--- src/rtl/reg_file_ctrl.sv ---
// Command decoder between the UART RX byte stream and the 16x8 register file.
// Handles AA/addr/data writes and BB/addr reads, and forwards read data to the TX FIFO.
module reg_file_ctrl #(
  parameter int                    ADDR_WIDTH = 4,
  parameter int                    DATA_WIDTH = 8,
  parameter logic [DATA_WIDTH-1:0] WR_CMD     = 8'hAA,
  parameter logic [DATA_WIDTH-1:0] RD_CMD     = 8'hBB,
  parameter int                    RD_TIMEOUT = 4
) (
  input  logic                  CLK,
  input  logic                  RST,
  input  logic [DATA_WIDTH-1:0] RX_P_DATA,
  input  logic                  RX_D_VLD,
  input  logic [DATA_WIDTH-1:0] RdData,
  input  logic                  RdData_Valid,
  input  logic                  FIFO_FULL,
  output logic                  WrEn,
  output logic                  RdEn,
  output logic [ADDR_WIDTH-1:0] Address,
  output logic [DATA_WIDTH-1:0] WrData,
  output logic [DATA_WIDTH-1:0] TX_P_DATA,
  output logic                  TX_D_VLD,
  output logic                  CMD_ERR,
  output logic                  BUSY
);

  localparam int             CNT_W    = $clog2(RD_TIMEOUT + 1);
  localparam logic [CNT_W-1:0] CNT_LAST = CNT_W'(RD_TIMEOUT - 1);
  localparam logic [CNT_W-1:0] CNT_ONE  = CNT_W'(1);

  typedef enum logic [2:0] {
    IDLE, WR_ADDR, WR_DATA, WR_EXEC, RD_ADDR, RD_EXEC, RD_WAIT, TX_SEND
  } state_t;

  state_t                r_state;
  state_t                w_state_next;
  logic [ADDR_WIDTH-1:0] r_addr;
  logic [DATA_WIDTH-1:0] r_wdata;
  logic [DATA_WIDTH-1:0] r_tx_data;
  logic [CNT_W-1:0]      r_cnt;
  logic                  r_cmd_err;

  logic w_err;
  logic w_addr_ld;
  logic w_wdata_ld;
  logic w_cap;
  logic w_cnt_clr;
  logic w_cnt_inc;

  always_ff @(posedge CLK or negedge RST) begin
    if (!RST) begin
      r_state   <= IDLE;
      r_addr    <= '0;
      r_wdata   <= '0;
      r_tx_data <= '0;
      r_cnt     <= '0;
      r_cmd_err <= 1'b0;
    end else begin
      r_state   <= w_state_next;
      r_cmd_err <= w_err;
      if (w_addr_ld)  r_addr    <= RX_P_DATA[ADDR_WIDTH-1:0];
      if (w_wdata_ld) r_wdata   <= RX_P_DATA;
      if (w_cap)      r_tx_data <= RdData;
      if (w_cnt_clr)      r_cnt <= '0;
      else if (w_cnt_inc) r_cnt <= r_cnt + CNT_ONE;
    end
  end

  always_comb begin
    w_state_next = r_state;
    w_err        = 1'b0;
    w_addr_ld    = 1'b0;
    w_wdata_ld   = 1'b0;
    w_cap        = 1'b0;
    w_cnt_clr    = 1'b0;
    w_cnt_inc    = 1'b0;
    case (r_state)
      IDLE: begin
        if (RX_D_VLD) begin
          if (RX_P_DATA == WR_CMD)      w_state_next = WR_ADDR;
          else if (RX_P_DATA == RD_CMD) w_state_next = RD_ADDR;
          else                          w_err        = 1'b1;
        end
      end
      WR_ADDR: begin
        if (RX_D_VLD) begin
          w_addr_ld    = 1'b1;
          w_state_next = WR_DATA;
        end
      end
      WR_DATA: begin
        if (RX_D_VLD) begin
          w_wdata_ld   = 1'b1;
          w_state_next = WR_EXEC;
        end
      end
      WR_EXEC: begin
        w_err        = RX_D_VLD;
        w_state_next = IDLE;
      end
      RD_ADDR: begin
        if (RX_D_VLD) begin
          w_addr_ld    = 1'b1;
          w_state_next = RD_EXEC;
        end
      end
      RD_EXEC: begin
        w_err        = RX_D_VLD;
        w_cnt_clr    = 1'b1;
        w_state_next = RD_WAIT;
      end
      RD_WAIT: begin
        // A dropped byte and a timeout in the same cycle merge into one pulse.
        w_err = RX_D_VLD;
        if (RdData_Valid) begin
          w_cap        = 1'b1;
          w_state_next = TX_SEND;
        end else begin
          w_cnt_inc = 1'b1;
          if (r_cnt == CNT_LAST) begin
            w_err        = 1'b1;
            w_state_next = IDLE;
          end
        end
      end
      TX_SEND: begin
        w_err = RX_D_VLD;
        if (!FIFO_FULL) w_state_next = IDLE;
      end
      default: w_state_next = IDLE;
    endcase
  end

  assign WrEn      = (r_state == WR_EXEC);
  assign RdEn      = (r_state == RD_EXEC);
  // The FIFO strobe is held off while full so the byte waits in TX_SEND.
  assign TX_D_VLD  = (r_state == TX_SEND) && !FIFO_FULL;
  assign BUSY      = (r_state != IDLE);
  assign Address   = r_addr;
  assign WrData    = r_wdata;
  assign TX_P_DATA = r_tx_data;
  assign CMD_ERR   = r_cmd_err;

endmodule

--- config.mk ---
export PLATFORM = sky130hd
export DESIGN_NAME = reg_file_ctrl
export DESIGN_NICKNAME = d
export VERILOG_FILES = /design/src/rtl/reg_file_ctrl.sv
export SDC_FILE = /design/constraint.sdc
export NUM_CORES = 1
export LEC_CHECK = 0
export ABC_CLOCK_PERIOD_IN_PS = 1700
export BUFFER_PORTS_ARGS = -buffer_cell sky130_fd_sc_hd__buf_4
export CELL_PAD_IN_SITES_DETAIL_PLACEMENT = 0
export CELL_PAD_IN_SITES_GLOBAL_PLACEMENT = 1
export CORE_MARGIN = 2
export CORE_UTILIZATION = 29
export DETAILED_ROUTE_END_ITERATION = 10
export PLACE_DENSITY_LB_ADDON = 0.2
export SLEW_MARGIN = 20
export SYNTH_ARGS = -nofsm -noshare
export SYNTH_HDL_FRONTEND = slang
export SYNTH_SLANG_ARGS = --single-unit
--- constraint.sdc ---
create_clock -name CLK -period 1.7 [get_ports CLK]
set_input_delay 0.17 -clock CLK [delete_from_list [all_inputs] [get_ports CLK]]
set_output_delay 0.17 -clock CLK [all_outputs]
set_load 0.01 [all_outputs]
==> flow_metrics.tcl <==
set metrics [dict create \
    power.density_nw_per_um2 1661 \
    rows 24 \
    track_usage_pct 11.91 \
    final_cell_mix "49 x buf_4, 25 x dfrtp_1, 20 x mux2_2, 6 x o21ai_0, 5 x nand2_1" \
    cts_max_level 1 \
    clkLatencyLatePin_ns 0.27 \
    fin_nets 176 \
    syn_area_um2 1340 \
    ys_types 37 \
    min_path_type "in2reg" \
    setup_violations 0 \
    max_freq_mhz 609.1 \
    peakVddDrop_mv 0.6923 \
    r2r-start "r_state[1]" \
    drive_gt1_share_pct 54.61 \
    antennaDiodeCount 0 \
    synthToLayoutAreaGrowth_pct 32.96 \
    crit_top_cell "buf_4" \
    grt_pass1_vias 1029 \
    synth_edf_count 0 \
    finalHoldViolations 0 \
    tightest_slew_ns 0.4003 \
    use_met2_pct 18.72 \
    relSlewSlack_pct 73.22 \
    critPathArrivalTime_ns 1.47 \
    cts_buffer_depth 2 \
    ys_warn_count 0 \
    cts_tree "yes" \
    die_width_um 71.98 \
    grt.busiest_layer "met2" \
    worstSetupStartpointType "flip-flop" \
    met1_usage_pct 16.58 \
    p_leak_nw 0.8185 \
    period_share_pct 96.58 \
    cts.sinks 27 \
    synthCells 103 \
    gp_congestion 0.7619 \
    root_buffer "clkbuf_8" \
    rsz0062_at_grt "false" \
    die_area_um2 5180 \
    postCtsSetupBuffers 0 \
    use_met3_pct 2.917 \
    clock_skew_ns 0.002999 \
    drt_iter0_markers 44 \
    dp.cells 199 \
    synth_flop_cell "dfrtp_1" \
    grt_overflow 0 \
    clkSlewWorstSetupHoldPaths_ns 0.09 \
    syn_nets 126 \
    crit_slowest_cell "dfrtp_2" \
    seq_area_frac_synth_pct 50.42 \
    final_common_cell "buf_4" \
    synth-seq-cells 27 \
    setup_tns_ns 0 \
    ant_nets 0 \
    dpl.hpwl_um 2184 \
    finalMaxSlewViolations 0 \
    cap_violations 0 \
    worstSetupPathType "reg2out" \
    drt-total-wl_um 2906 \
    hp-start "RX_P_DATA[4]" \
    die_h_um 71.98 \
    antenna_found_initial 0 \
    async_reset_ff_share_pct 100.0 \
    boundaryPins 46 \
    core_um2 4414 \
    nFillCells 427 \
    viasPerCell 4.833 \
    final_cells 204 \
    grt_max_degree 28 \
    port_buffers 45 \
    grt_pass1_wl_um 4864 \
    syn_area_per_cell_um2 13.01 \
    crit_required_ns 1.53 \
    status "finished, final reports clean" \
    max_stage_delay_ns 0.49 \
    cts_buffers 3 \
    period_needed_ns 1.642 \
    drtPass1Iterations 4 \
    drcViolationCount 0 \
    crit_chain "buf_4 -> or3_4 -> buf_4" \
    critPathLaunch "r_state[2]" \
    crit_fanout 7 \
    avgRoutedWirePerCell_um 14.25 \
    initial_core_util_pct 30.36 \
    num_vias 986 \
    worstSetupEndpointType "output port" \
]
metrics by stage:
stage / instance area [um2] / hold WS (ns) / utilization [%] / power, mW / setup slack (ns)
after floorplan: 1340 / -0.1256 / - / 2.019 / 0.3636
final: 1782 / 0.1192 / 40.36 / 2.960 / 0.05821
after detailed placement: 1723 / 0.1086 / 39.03 / 2.616 / 0.1450
after global placement: 1723 / 0.1065 / 39.03 / 2.582 / 0.1979
after global routing: 1782 / 0.1144 / 40.36 / 3.179 / 0.009396
after CTS: 1780 / 0.1175 / 40.33 / 2.993 / 0.01154
cell usage after synthesis (2+ instances only):
cell type	count	share of area [%]
dfrtp_1	27	50
mux2_2	20	17
o21ai_0	6	2.2
nand2_1	5	1.4
buf_6	4	3.4
inv_1	4	1.1
a22o_1	3	2.0
nor2b_1	3	1.4
ha_1	2	1.9
mux2i_1	2	1.5
path summary, 6_finish.rpt:
check | endpoint | slack, ns | cells past startpoint
max | BUSY | 0.06 | 3
max reg2reg | r_state[0] | 0.25 | 4
min reg2reg | WrData[5] | 0.52 | 1
min | r_state[0] | 0.12 | 2
min in group asynchronous | r_state[2] | 0.35 | 2
max in group asynchronous | r_state[0] | 1.07 | 2
worst max-delay path, delay by kind of cell, from the launching register on:
kind / cells / cell delay [ns]
flip-flops: 1 / 0.49
AND/OR/NAND/NOR: 1 / 0.38
buffers and inverters: 2 / 0.33
sequential cells by signal, indices dropped and copies added (netlist names):
| register | count |
|---|---|
| r_cnt | 3 |
| WrData | 8 |
| Address | 4 |
| r_state | 3 |
| CMD_ERR | 1 |
| TX_P_DATA | 8 |
power by group:
group	total (mW)	switching (mW)	internal, mW
logic	1.39	0.561	0.829
clock network	0.363	0.199	0.164
registers	1.21	0.253	0.954
what timing repair did:
item / CTS / global route
cloned: 0 / 0
resized for setup: 1 / 1
hold buffers: 1 / 0
hold endpoints to repair: 27 / 0
endpoints found under the setup margin: 1 / 1
layout make-up:
type                            instances  area [um2]  area share, %
Timing Repair Buffer                   50       377.9          21.21
Inverter                                4       15.01         0.8427
Clock buffer                            3       41.29          2.317
Sequential cell                        27       678.2          38.06
Clock inverter                          1       5.005         0.2809
Multi-Input combinational cell         67       599.3          33.64
Tap cell                               52       65.06          3.652
logic make-up after synthesis:
family	synth area share [%]
flip-flops	50.42
AND/OR/NAND/NOR	13.63
multiplexers	19.98
AO/OA/AOI/OAI	8.592
buffers and inverters	4.854
adder cells (fa/ha/maj)	1.867
XOR/XNOR	0.6537
layer usage:
layer	part of all wire, %	vias up	routed length (um)
met3	5.7	2	166
li1	-	476	-
met5	0	-	0
met4	0.72	0	21
met2	46	28	1345
met1	47	480	1372
Note: power is estimated with default switching activity, not from simulation.
